## config.mk

```make
export PLATFORM = sky130hd
export DESIGN_NAME = flex_down_timer
export DESIGN_NICKNAME = d
export VERILOG_FILES = /design/src/rtl/timer_pkg.sv /design/src/rtl/timer_prescaler.sv /design/src/rtl/flex_down_timer.sv
export SDC_FILE = /design/constraint.sdc
export NUM_CORES = 1
export LEC_CHECK = 0
export CAP_MARGIN = 20
export CORE_MARGIN = 5
export CORE_UTILIZATION = 40
export CTS_CLUSTER_DIAMETER = 60
export DETAILED_ROUTE_END_ITERATION = 10
export DONT_BUFFER_PORTS = 1
export REMOVE_ABC_BUFFERS = 1
export SYNTH_ARGS = -nofsm -noshare
export SYNTH_HDL_FRONTEND = slang
export SYNTH_SLANG_ARGS = --single-unit
```

## constraint.sdc

```tcl
create_clock -name clk -period 2.05 [get_ports clk]
set_input_delay 0.205 -clock clk [delete_from_list [all_inputs] [get_ports clk]]
set_output_delay 0.205 -clock clk [all_outputs]
set_load 0.005 [all_outputs]
```

## src/rtl/timer_pkg.sv

```systemverilog
// timer_pkg: shared state type and default widths for flex_down_timer
package timer_pkg;
  typedef enum logic [1:0] {IDLE, RUN, EXPIRE} timer_state_t;
  localparam int DEF_CNT_BITS = 4;
  localparam int DEF_PRE_BITS = 4;
endpackage

```

## src/rtl/timer_prescaler.sv

```systemverilog
// timer_prescaler: divides enabled cycles into ticks every prescale_val+1 cycles
module timer_prescaler
  import timer_pkg::*;
#(
  parameter int PRESCALE_BITS = DEF_PRE_BITS
) (
  input  logic                     clk,
  input  logic                     n_rst,
  input  logic                     clr,
  input  logic                     en,
  input  logic [PRESCALE_BITS-1:0] prescale_val,
  output logic                     tick
);
  logic [PRESCALE_BITS-1:0] pre_q, pre_d;
  // >= rather than == so a live decrease of prescale_val cannot strand the phase above it
  assign tick = en && (pre_q >= prescale_val);
  // restart clears the phase, a tick wraps it, paused cycles keep partial progress
  always_comb pre_d = (clr || tick) ? '0 : en ? pre_q + PRESCALE_BITS'(1) : pre_q;
  // phase register
  always_ff @(posedge clk or negedge n_rst)
    if (!n_rst) pre_q <= '0;
    else        pre_q <= pre_d;
endmodule

```

## src/rtl/flex_down_timer.sv

```systemverilog
// flex_down_timer: loadable prescaled down-counter with one-cycle expiry pulse and optional auto-reload
module flex_down_timer
  import timer_pkg::*;
#(
  parameter int NUM_CNT_BITS  = DEF_CNT_BITS,
  parameter int PRESCALE_BITS = DEF_PRE_BITS
) (
  input  logic                     clk,
  input  logic                     n_rst,
  input  logic                     clear,
  input  logic                     load,
  input  logic [NUM_CNT_BITS-1:0]  load_val,
  input  logic [PRESCALE_BITS-1:0] prescale_val,
  input  logic                     count_enable,
  input  logic                     auto_reload,
  output logic [NUM_CNT_BITS-1:0]  count_out,
  output logic                     busy,
  output logic                     expire_flag,
  output logic                     zero_flag
);
  timer_state_t              state_q, state_d;
  logic [NUM_CNT_BITS-1:0]   cnt_q, cnt_d, rld_q, rld_d;
  logic                      tick, reload_go;
  timer_prescaler #(.PRESCALE_BITS(PRESCALE_BITS)) u_pre (
    .clk          (clk),
    .n_rst        (n_rst),
    .clr          (clear || load || state_q == EXPIRE),
    .en           (state_q == RUN && count_enable),
    .prescale_val (prescale_val),
    .tick         (tick)
  );
  assign reload_go = state_q == EXPIRE && auto_reload && rld_q != '0;
  // next state with priority clear > load > tick > hold; EXPIRE never lingers
  always_comb begin
    state_d = clear ? IDLE
            : load ? (load_val != '0 ? RUN : EXPIRE)
            : (tick && cnt_q == NUM_CNT_BITS'(1)) ? EXPIRE
            : state_q == EXPIRE ? (reload_go ? RUN : IDLE)
            : state_q;
    cnt_d   = clear ? '0
            : load ? load_val
            : tick ? cnt_q - NUM_CNT_BITS'(1)
            : reload_go ? rld_q
            : cnt_q;
    rld_d   = clear ? '0 : load ? load_val : rld_q;
  end
  // state, count and stored duration registers
  always_ff @(posedge clk or negedge n_rst)
    if (!n_rst) begin
      state_q <= IDLE;
      cnt_q   <= '0;
      rld_q   <= '0;
    end else begin
      state_q <= state_d;
      cnt_q   <= cnt_d;
      rld_q   <= rld_d;
    end
  assign count_out   = cnt_q;
  assign busy        = state_q == RUN;
  assign expire_flag = state_q == EXPIRE;
  assign zero_flag   = cnt_q == '0;
  // a tick only ever arrives with a nonzero count, so the counter cannot wrap
  a_no_underflow: assert property (@(posedge clk) disable iff (!n_rst) tick |-> cnt_q != '0);
endmodule

```

==> out/metrics.csv, run 1 <==
stage;metric;value;unit
detailed_routing;DRT Pass-1 Iters;4;
power_and_ir_drop;peak supply drop;0.432;mV
global_routing;largest net degree at the start of global routing;18;
sta;post-route setup TNS;0;ns
min_path;Cells on Worst Hold Path;2;
power_and_ir_drop;Logic pwr share;17.5;%
min_path;Hold Path Class;primary input to register;
placement;routability congestion estimate from global placement;0.803;
power_and_ir_drop;sequential power share;54.9;%
clock_tree;Max Root-Sink Buffers;2;
final_layout;fin area;1040;µm²
floorplan;# rows;17;
yosys;Synth Area per Inst;8.85;µm²
floorplan;die width;58.7;µm
placement;DP Area;967;µm²
detailed_routing;metal2 WL;1050;µm
final_layout;area delta synth->final;10.2;%
power_and_ir_drop;Pwr per Cell Area;532;nW/µm²
sta;clock skew;0.00565;ns
floorplan;Core ar.;2230;µm²
critical_path;Worst R2R Start;u_pre.pre_q[2];
sta;fmax;0.507;GHz
run_status;outcome;complete, no violations;
sta;# setup viols final;0;
critical_path;CP startpoint kind;register;
power_and_ir_drop;Sw Ratio;28.3;%
yosys;sequential share of the synthesized area;37.0;%
detailed_routing;drc violations;0;
clock_tree;clock root buffer;clkbuf_4;
detailed_routing;WL final;2230;µm
sta;unrepaired setup endpoints after global routing;false;
yosys;#FFs+latches synth;14;
floorplan;Initial Util;42.4;%
global_routing;Total GRT Usage;13.8;%
yosys;XOR/XNOR Fraction of Synth Area;3.70;%
sta;worst slew pin tran;0.660;ns
yosys;area leader, netlist;dfrtp_1;
job;max-cap violations;0;
global_routing;grt total ovfl;0;
clock_tree;H-tree levels;1;
detailed_routing;DR top layer;met4;
yosys;Async SR Flop Fraction;100;%
yosys;most common cell in the netlist;dfrtp_1;
detailed_routing;Final ANT Viol Nets;0;
yosys;Ys Warns;0;
sta;Slew HR;55.8;%
critical_path;Arr. time, crit path;2.15;ns
floorplan;Die ar.;3440;µm²
yosys;EDFF count, synth;0;
sta;final hold vios;0;
yosys;share of the synthesized area in the top cell type;37.0;%
critical_path;Reg2Reg Setup Slack;0.08;ns
yosys;Distinct cells, synth;33;
global_routing;first-pass GRT wire length;3720;µm
min_path;hold path endpoint;rld_q[2];
power_and_ir_drop;NetSw;157;µW
placement;DP HPWL;1660;µm
clock_tree;Clk pin slew, worst setup/hold paths;0.09;ns
yosys;post-synthesis mux area share;0;%
yosys;largest family of logic cells by synthesized area;simple AND/OR/NAND/NOR gates;
detailed_routing;drt via density;5.73;
detailed_routing;via count;785;
yosys;synth top area cells;dfrtp_1 (37%), ha_1 (11%), a21oi_1 (4.8%), xor2_1 (3.7%), nand2_1 (3.2%);
final_layout;number of diodes;0;
critical_path;R2R Path End;count_out[1];
floorplan;I/O pin count;21;
sta;fin. max-slew vios;0;
yosys;simple-gate share of the synthesized area;23.5;%
detailed_routing;number of DRC markers in iteration 0;17;
global_routing;initial antenna violation count;0;
final_layout;nets;133;
critical_path;nature of the critical path endpoint;register;
critical_path;critical path class;register to register;
yosys;Synth Area in Compound Gates;20.5;%
clock_tree;Num CTS Buffers;3;
floorplan;Die Y;58.7;µm
final_layout;share of cells above drive strength 1;12.8;%
global_routing;vias in the first global route;844;
clock_tree;Worst-Skew Late Latency;0.27;ns
power_and_ir_drop;Int Power;397;µW
detailed_routing;Avg WL per Cell;16.2;µm
sta;post-route minimum period;1.97;ns
critical_path;FF-to-FF path depth;6;
placement;IO buf count;0;
detailed_routing;wl on met1;1030;µm
yosys;cells after synthesis;107;
yosys;Cell Area, Synth;947;µm²
critical_path;CP max FO;7;
yosys;ys flop type;dfrtp_1;
critical_path;Critical Path RT;2.23;ns
power_and_ir_drop;clock group share of total power;27.6;%
clock_tree;CTS tree;yes;
min_path;worst hold start;load;
detailed_routing;WL met3;111;µm
clock_tree;CTS sink cnt;14;
power_and_ir_drop;Leak Pwr;0.444;nW
yosys;top cells by count, synth;dfrtp_1 (14), a21oi_1 (9), ha_1 (8), nand2_1 (8);
yosys;adder and majority gate portion of the synthesized area;10.6;%
sta;final cycle utilization of the critical path;96.1;%
[worst max-delay path, cell delays in order, from the launching register on]
cell and delay [ns]:
dfrtp_1 0.41, ha_1 0.31, a211oi_2 0.27, o21a_1 0.21, nor2_2 0.10, a211o_1 0.33, a311oi_2 0.26
[cells in the final DEF (no fill, tap or decap)]
cell	instances
a22oi_1	1
nor3b_1	2
nand3b_1	2
dfrtp_1	14
o31a_1	1
nor2_1	6
inv_1	7
a21o_1	1
or2_2	1
a211oi_1	2
xor2_1	4
nand2b_1	4
or2b_1	1
o21ai_0	3
a211o_1	2
a211o_4	1
a211oi_2	1
dlygate4sd3_1	2
a311oi_2	2
o32a_1	1
o21ai_1	1
ha_1	8
nor2b_2	1
nor3_1	4
o21ai_2	1
o21a_1	2
nor2_2	1
nand3_1	5
and3_4	1
inv_2	1
nor4_1	2
a21oi_1	9
clkbuf_4	3
and3b_1	1
nand2_1	8
buf_4	1
nand4_1	1
or4_1	1
[cell families after synthesis]
kind of cell,Yosys count
buffers and inverters,12
AO/OA/AOI/OAI,28
adder cells (fa/ha/maj),8
AND/OR/NAND/NOR,41
flip-flops,14
XOR/XNOR,4
[routing by layer]
layer / up-vias / track usage, %
li1: 391 / -
met1: 370 / 17.4
met2: 20 / 22.6
met3: 4 / 3.73
met4: 0 / 5.18
met5: - / 0
[power groups by stage]
stage | logic (mW) | registers [mW] | clock network [mW]
after floorplan | 0.0659 | 0.305 | 0
after global placement | 0.0785 | 0.309 | 0
after detailed placement | 0.0799 | 0.310 | 0
after CTS | 0.0916 | 0.304 | 0.156
after global routing | 0.110 | 0.307 | 0.173
final | 0.0971 | 0.304 | 0.153
[worst max-delay path by stage]
stage / startpoint / endpoint / depth (start not counted)
floorplan: u_pre.pre_q[2] / count_out[1] / 6
global placement: u_pre.pre_q[2] / count_out[1] / 6
detailed placement: u_pre.pre_q[2] / count_out[2] / 5
CTS: u_pre.pre_q[2] / count_out[2] / 5
global route: u_pre.pre_q[2] / count_out[1] / 6
finish: u_pre.pre_q[2] / count_out[1] / 6
[cell type report]
| class | count | area, µm² |
|---|---|---|
| timing repair buffer | 3 | 27.5 |
| sequential | 14 | 350 |
| tap | 28 | 35.0 |
| clock buffer | 3 | 22.5 |
| fill | 236 | 1190 |
| inverter | 8 | 30.0 |
| multi-input combinational | 81 | 578 |
[timing repair]
action / 4_1_cts / 5_1_grt
gates resized for setup: 0 / 6
endpoints found under the setup margin: 0 / 3
setup buffers: 0 / 1
hold endpoints to repair: 23 / 0
hold buffers: 2 / 0
[sequential cells by signal (all words and copies together), names as in the netlist]
name and count:
count_out 4, rld_q 4, state_q 2, u_pre.pre_q 4
[metrics by stage]
stage	utilization [%]	instances	total power [mW]	setup WS (ns)	hold WS (ns)
2_1_floorplan	-	103	0.371	0.253	-0.0906
3_3_place_gp	43.3	131	0.388	0.182	-0.0902
3_5_place_dp	43.3	131	0.390	0.0837	-0.0902
4_1_cts	45.2	136	0.552	0.0732	0.0957
5_1_grt	46.7	137	0.590	0.0150	0.101
6_report	46.7	137	0.555	0.0795	0.0946
Note: power is estimated with default switching activity, not from simulation.
==> run 2: changes to the inputs <==
--- a/config.mk
+++ b/config.mk
@@ -5,12 +5,13 @@
 export SDC_FILE = /design/constraint.sdc
 export NUM_CORES = 1
 export LEC_CHECK = 0
-export CAP_MARGIN = 20
+export CAP_MARGIN = 40
 export CORE_MARGIN = 5
 export CORE_UTILIZATION = 40
 export CTS_CLUSTER_DIAMETER = 60
 export DETAILED_ROUTE_END_ITERATION = 10
 export DONT_BUFFER_PORTS = 1
+export GPL_TIMING_DRIVEN = 0
 export REMOVE_ABC_BUFFERS = 1
 export SYNTH_ARGS = -nofsm -noshare
 export SYNTH_HDL_FRONTEND = slang
==> out/metrics.csv, run 2 (synthesized netlist as in run 1, its figures left out) <==
stage;metric;value;unit;change
floorplan;die width;58.7;µm;unchanged
global_routing;met1 Resource Use GR;16.2;%;was 17.4%
floorplan;Core ar.;2230;µm²;unchanged
detailed_routing;number of DRC markers in iteration 0;16;;was 17
critical_path;crit-path cells;ha_4 > a211oi_2 > o21a_1 > nor2_4 > a211o_1 > a311oi_2;;was ha_1 > a211oi_2 > o21a_1 > nor2_2 > a211o_1 > a311oi_2
global_routing;met2 Track Usage GR;24.7;%;was 22.6%
detailed_routing;drt via density;5.71;;was 5.73
detailed_routing;DRT Pass-1 Iters;4;;unchanged
sta;unrepaired setup endpoints after global routing;false;;unchanged
global_routing;initial antenna violation count;0;;unchanged
critical_path;CP peak stage delay;0.44;ns;was 0.41 ns
sta;Hold WS;0.0786;ns;was 0.0946 ns
final_layout;number of diodes;0;;unchanged
final_layout;Finished Core Util;47.7;%;was 46.7%
sta;fmax;0.512;GHz;was 0.507 GHz
clock_tree;Max Root-Sink Buffers;2;;unchanged
placement;DP HPWL;1640;µm;was 1660 µm
sta;# setup viols final;0;;unchanged
power_and_ir_drop;peak supply drop;0.377;mV;was 0.432 mV
critical_path;CP max-delay cell;dfrtp_1;;unchanged
run_status;outcome;complete, no violations;;unchanged
sta;worst slew pin tran;0.627;ns;was 0.660 ns
critical_path;CP max FO;7;;unchanged
clock_tree;Worst-Skew Late Latency;0.28;ns;was 0.27 ns
global_routing;largest net degree at the start of global routing;18;;unchanged
global_routing;grt met3 use;3.51;%;was 3.73%
critical_path;critical path class;register to register;;unchanged
placement;DP Area;967;µm²;unchanged
detailed_routing;via count;788;;was 785
sta;Slew HR;58.1;%;was 55.8%
global_routing;gr busiest metal;met2;;unchanged
power_and_ir_drop;Pwr per Cell Area;565;nW/µm²;was 532 nW/µm²
final_layout;share of cells above drive strength 1;12.7;%;was 12.8%
detailed_routing;Avg WL per Cell;15.2;µm;was 16.2 µm
sta;clock skew;0.00233;ns;was 0.00565 ns
critical_path;CP startpoint kind;register;;unchanged
floorplan;Initial Util;42.4;%;unchanged
final_layout;most frequent cells in the layout;dfrtp_1 (14), a21oi_1 (9), nand2_1 (8), inv_1 (7), ha_1 (7);;was dfrtp_1 (14), a21oi_1 (9), nand2_1 (8), ha_1 (8), inv_1 (7)
final_layout;FF/Latch Area;350;µm²;unchanged
critical_path;nature of the critical path endpoint;register;;unchanged
final_layout;area delta synth->final;12.5;%;was 10.2%
clock_tree;CTS sink cnt;14;;unchanged
clock_tree;Clk pin slew, worst setup/hold paths;0.09;ns;about the same
min_path;Hold Path Class;primary input to register;;unchanged
power_and_ir_drop;Final Power;602;µW;was 555 µW
critical_path;Arr. time, crit path;2.14;ns;was 2.15 ns
clock_tree;CTS tree;yes;;unchanged
global_routing;vias in the first global route;822;;was 844
global_routing;grt total ovfl;0;;unchanged
critical_path;Critical Path RT;2.24;ns;was 2.23 ns
power_and_ir_drop;Leak Pwr;0.449;nW;was 0.444 nW
final_layout;commonest non-fill, non-tap cell in the layout;dfrtp_1;;unchanged
final_layout;fin area;1070;µm²;was 1040 µm²
floorplan;# rows;17;;unchanged
clock_tree;clock root buffer;clkbuf_4;;unchanged
detailed_routing;Final ANT Viol Nets;0;;unchanged
critical_path;Reg2Reg Setup Slack;0.1;ns;was 0.08 ns
placement;routability congestion estimate from global placement;0.750;;was 0.803
floorplan;I/O pin count;21;;unchanged
job;max-cap violations;0;;unchanged
clock_tree;H-tree levels;1;;unchanged
detailed_routing;drc violations;0;;unchanged
sta;post-route minimum period;1.95;ns;was 1.97 ns
sta;fin. max-slew vios;0;;unchanged
clock_tree;Num CTS Buffers;3;;unchanged
sta;final cycle utilization of the critical path;95.3;%;was 96.1%
final_layout;Fillers;214;;was 236
sta;final hold vios;0;;unchanged
floorplan;Die Y;58.7;µm;unchanged
sta;post-route setup TNS;0;ns;unchanged
global_routing;first-pass GRT wire length;3660;µm;was 3720 µm
floorplan;Die ar.;3440;µm²;unchanged
final_layout;nets;133;;unchanged
detailed_routing;WL final;2100;µm;was 2230 µm
placement;IO buf count;0;;unchanged
final_layout;area of the multi-input gates;587;µm²;was 578 µm²
global_routing;Total GRT Usage;13.8;%;about the same
run 2: routing by layer:
metal	wire length, µm	vias up	share of wire [%]
met2	1060	21	51
met3	135	4	6.4
met4	29	0	1.4
met1	873	372	42
met5	0	-	0
li1	-	391	-
run 2: path summary, 6_finish.rpt:
kind                                startpoint        endpoint  cells past startpoint
worst min register to register        rld_q[0]        rld_q[0]                      2
worst max-delay path            u_pre.pre_q[2]    count_out[1]                      6
worst min-delay path                      load        rld_q[2]                      2
max in group asynchronous                n_rst  u_pre.pre_q[2]                      1
worst max register to register  u_pre.pre_q[2]    count_out[1]                      6
min in group asynchronous                n_rst    count_out[3]                      1
run 2: critical path: cells and delay by family (launching register included):
kind	cells	cell delay [ns]
AO/OA/AOI/OAI	4	1.08
adder cells (fa/ha/maj)	1	0.24
flip-flops	1	0.44
AND/OR/NAND/NOR	1	0.09
run 2: power breakdown:
group	total [mW]	leakage (nW)	switching, mW	internal (mW)
registers	0.304	0.188	0.0158	0.288
logic	0.0960	0.240	0.0541	0.0419
clock network	0.202	0.0210	0.0938	0.108
total	0.602	0.449	0.164	0.438
run 2: cell type report:
cell class                 count  area share [%]
inverter                       8            2.82
tap                           28            3.29
sequential                    14            32.9
timing repair buffer           3            2.58
multi-input combinational     81            55.0
clock buffer                   4            3.40
run 2: metrics by stage:
stage | cells | setup slack (ns)
detailed placement | 131 | 0.0417
global placement | 131 | 0.0877
floorplan | 103 | 0.253
CTS | 137 | 0.00826
global route | 138 | 0.00751
finish | 138 | 0.0968
run 2: what timing repair did:
item                                   4_1_cts  5_1_grt
hold buffers                                 2        0
setup buffers                                0        1
endpoints found under the hold margin       23        0
setup endpoints to repair                    0        1
gates resized for setup                      0        6
==> run 3: changes to the inputs <==
--- a/config.mk
+++ b/config.mk
@@ -12,6 +12,7 @@
 export DETAILED_ROUTE_END_ITERATION = 10
 export DONT_BUFFER_PORTS = 1
 export GPL_TIMING_DRIVEN = 0
+export PLACE_DENSITY = 0.61
 export REMOVE_ABC_BUFFERS = 1
 export SYNTH_ARGS = -nofsm -noshare
 export SYNTH_HDL_FRONTEND = slang
==> out/metrics.csv, run 3 (synthesized netlist as in run 1, its figures left out) <==
stage;metric;value;unit;change
placement;DP HPWL;1630;µm;was 1640 µm
floorplan;Die ar.;3440;µm²;unchanged
final_layout;area delta synth->final;10.0;%;was 12.5%
run_status;outcome;complete, no violations;;unchanged
sta;# setup viols final;0;;unchanged
critical_path;Worst Path Buf+Inv;0;;unchanged
detailed_routing;Final ANT Viol Nets;0;;unchanged
global_routing;grt total ovfl;0;;unchanged
final_layout;FF/Latch Area;350;µm²;unchanged
detailed_routing;Avg WL per Cell;15.5;µm;was 15.2 µm
critical_path;critical path class;register to register;;unchanged
global_routing;first-pass GRT wire length;3600;µm;was 3660 µm
sta;worst setup margin;0.0999;ns;was 0.0968 ns
power_and_ir_drop;Int Power;438;µW;about the same
clock_tree;Clk pin slew, worst setup/hold paths;0.09;ns;about the same
placement;pre-CTS WS;0.0368;ns;was 0.0417 ns
sta;post-route minimum period;1.95;ns;about the same
power_and_ir_drop;sequential power share;49.9;%;was 50.5%
job;max-cap violations;0;;unchanged
power_and_ir_drop;Sw Ratio;28.1;%;was 27.2%
critical_path;nature of the critical path endpoint;register;;unchanged
critical_path;crit-path cells;ha_1 > a211oi_2 > o21a_1 > nor2_1 > a211o_1 > a311oi_2;;was ha_4 > a211oi_2 > o21a_1 > nor2_4 > a211o_1 > a311oi_2
floorplan;Core ar.;2230;µm²;unchanged
final_layout;final std cells w/o fill;138;;unchanged
critical_path;CP peak stage delay;0.41;ns;was 0.44 ns
final_layout;number of diodes;0;;unchanged
global_routing;largest net degree at the start of global routing;18;;unchanged
detailed_routing;number of DRC markers in iteration 0;17;;was 16
clock_tree;Num CTS Buffers;3;;unchanged
power_and_ir_drop;Leak Pwr;0.448;nW;was 0.449 nW
floorplan;I/O pin count;21;;unchanged
detailed_routing;DRT Pass-1 Iters;4;;unchanged
sta;fmax;0.513;GHz;was 0.512 GHz
power_and_ir_drop;Pwr per Cell Area;584;nW/µm²;was 565 nW/µm²
sta;final cycle utilization of the critical path;95.1;%;was 95.3%
power_and_ir_drop;NetSw;171;µW;was 164 µW
sta;worst slew pin tran;0.632;ns;was 0.627 ns
placement;Inst Count DP;131;;unchanged
critical_path;CP startpoint kind;register;;unchanged
sta;Slew HR;57.7;%;was 58.1%
power_and_ir_drop;clock group share of total power;34.7;%;was 33.5%
critical_path;Arr. time, crit path;2.15;ns;was 2.14 ns
floorplan;# rows;17;;unchanged
final_layout;nets;133;;unchanged
sta;final hold vios;0;;unchanged
clock_tree;Worst-Skew Late Latency;0.29;ns;was 0.28 ns
final_layout;commonest non-fill, non-tap cell in the layout;dfrtp_1;;unchanged
critical_path;critical path's top delay family;compound AO/OA/AOI/OAI gates;;unchanged
global_routing;Total GRT Usage;13.5;%;was 13.8%
sta;clock skew;0.000840;ns;was 0.00233 ns
final_layout;most frequent cells in the layout;dfrtp_1 (14), a21oi_1 (9), nand2_1 (8), ha_1 (8);;was dfrtp_1 (14), a21oi_1 (9), nand2_1 (8), inv_1 (7), ha_1 (7)
floorplan;Die Y;58.7;µm;unchanged
critical_path;Crit path depth;6;;unchanged
critical_path;FF-to-FF path depth;6;;unchanged
critical_path;CP max-delay cell;dfrtp_1;;unchanged
detailed_routing;drc violations;0;;unchanged
floorplan;Initial Util;42.4;%;unchanged
global_routing;vias in the first global route;824;;was 822
clock_tree;CTS tree;yes;;unchanged
placement;routability congestion estimate from global placement;0.759;;was 0.750
final_layout;Fillers;230;;was 214
min_path;Hold Path Class;primary input to register;;unchanged
global_routing;initial antenna violation count;0;;unchanged
clock_tree;H-tree levels;1;;unchanged
min_path;Cells on Worst Hold Path;2;;unchanged
power_and_ir_drop;peak supply drop;0.428;mV;was 0.377 mV
clock_tree;CTS sink cnt;14;;unchanged
detailed_routing;drt via density;5.86;;was 5.71
critical_path;Critical Path RT;2.25;ns;was 2.24 ns
critical_path;CP max FO;7;;unchanged
final_layout;area of the multi-input gates;563;µm²;was 587 µm²
clock_tree;clock root buffer;clkbuf_4;;unchanged
detailed_routing;WL final;2140;µm;was 2100 µm
placement;IO buf count;0;;unchanged
sta;fin. max-slew vios;0;;unchanged
final_layout;share of cells above drive strength 1;10.0;%;was 12.7%
power_and_ir_drop;Logic pwr share;15.4;%;was 15.9%
detailed_routing;via count;808;;was 788
floorplan;die width;58.7;µm;unchanged
clock_tree;Max Root-Sink Buffers;2;;unchanged
run 3: cell types whose count changed in the layout (fill, tap and decap cells not counted):
| cell | previous run | this run |
|---|---|---|
| ha_1 | 7 | 8 |
| ha_4 | 1 | 0 |
| nor2_1 | 6 | 7 |
| nor2_4 | 1 | 0 |
| o21ai_1 | 1 | 2 |
| o21ai_2 | 1 | 0 |
run 3: layout make-up:
class / instances / share of cell area, %
clock buffers: 4 / 3.48
inverters: 8 / 2.88
multi-input cells: 81 / 54.0
flip-flops and latches: 14 / 33.6
well taps: 28 / 3.36
repair buffers: 3 / 2.64
run 3: worst register-to-register path: stages (launching register included):
cell      delay [ns]
dfrtp_1         0.41
ha_1            0.32
a211oi_2        0.22
o21a_1          0.20
nor2_1          0.14
a211o_1         0.33
a311oi_2        0.24
run 3: layer usage:
metal	global-route usage, %	wire, µm
met1	15.9	867
met2	23.8	1080
met3	2.41	145
met4	5.83	45
met5	0	0
run 3: timing repair:
item                       4_1_cts  5_1_grt
setup buffers                    0        1
hold buffers                     2        0
hold endpoints to repair        23        0
setup endpoints to repair        0        2
gates resized for setup          0        2
run 3: path summary, 6_finish.rpt:
| path | start | end | slack [ns] |
|---|---|---|---|
| setup / recovery | u_pre.pre_q[2] | count_out[1] | 0.1 |
| hold / removal | load | state_q[0] | 0.07 |
| setup reg to reg | u_pre.pre_q[2] | count_out[1] | 0.1 |
| hold reg to reg | rld_q[3] | rld_q[3] | 0.57 |
| max in group asynchronous | n_rst | u_pre.pre_q[0] | 1.28 |
| min in group asynchronous | n_rst | count_out[3] | 0.36 |
run 3: power groups by stage:
| stage | sequential [mW] | combinational (mW) | clock (mW) |
|---|---|---|---|
| after floorplan | 0.305 | 0.0659 | 0 |
| after global placement | 0.309 | 0.0779 | 0 |
| after detailed placement | 0.309 | 0.0797 | 0 |
| after CTS | 0.304 | 0.0914 | 0.208 |
| after global routing | 0.307 | 0.106 | 0.221 |
| final | 0.303 | 0.0936 | 0.211 |
run 3: stage by stage:
| stage | setup TNS (ns) | util (%) | power (mW) | hold slack [ns] | instance area [µm²] |
|---|---|---|---|---|---|
| 2_1_floorplan | 0 | - | 0.371 | -0.0906 | 932 |
| 3_3_place_gp | 0 | 43.3 | 0.387 | -0.0902 | 967 |
| 3_5_place_dp | 0 | 43.3 | 0.389 | -0.0902 | 967 |
| 4_1_cts | 0 | 45.8 | 0.603 | 0.0768 | 1020 |
| 5_1_grt | -0.00149 | 46.7 | 0.633 | 0.0789 | 1040 |
| 6_report | 0 | 46.7 | 0.608 | 0.0681 | 1040 |
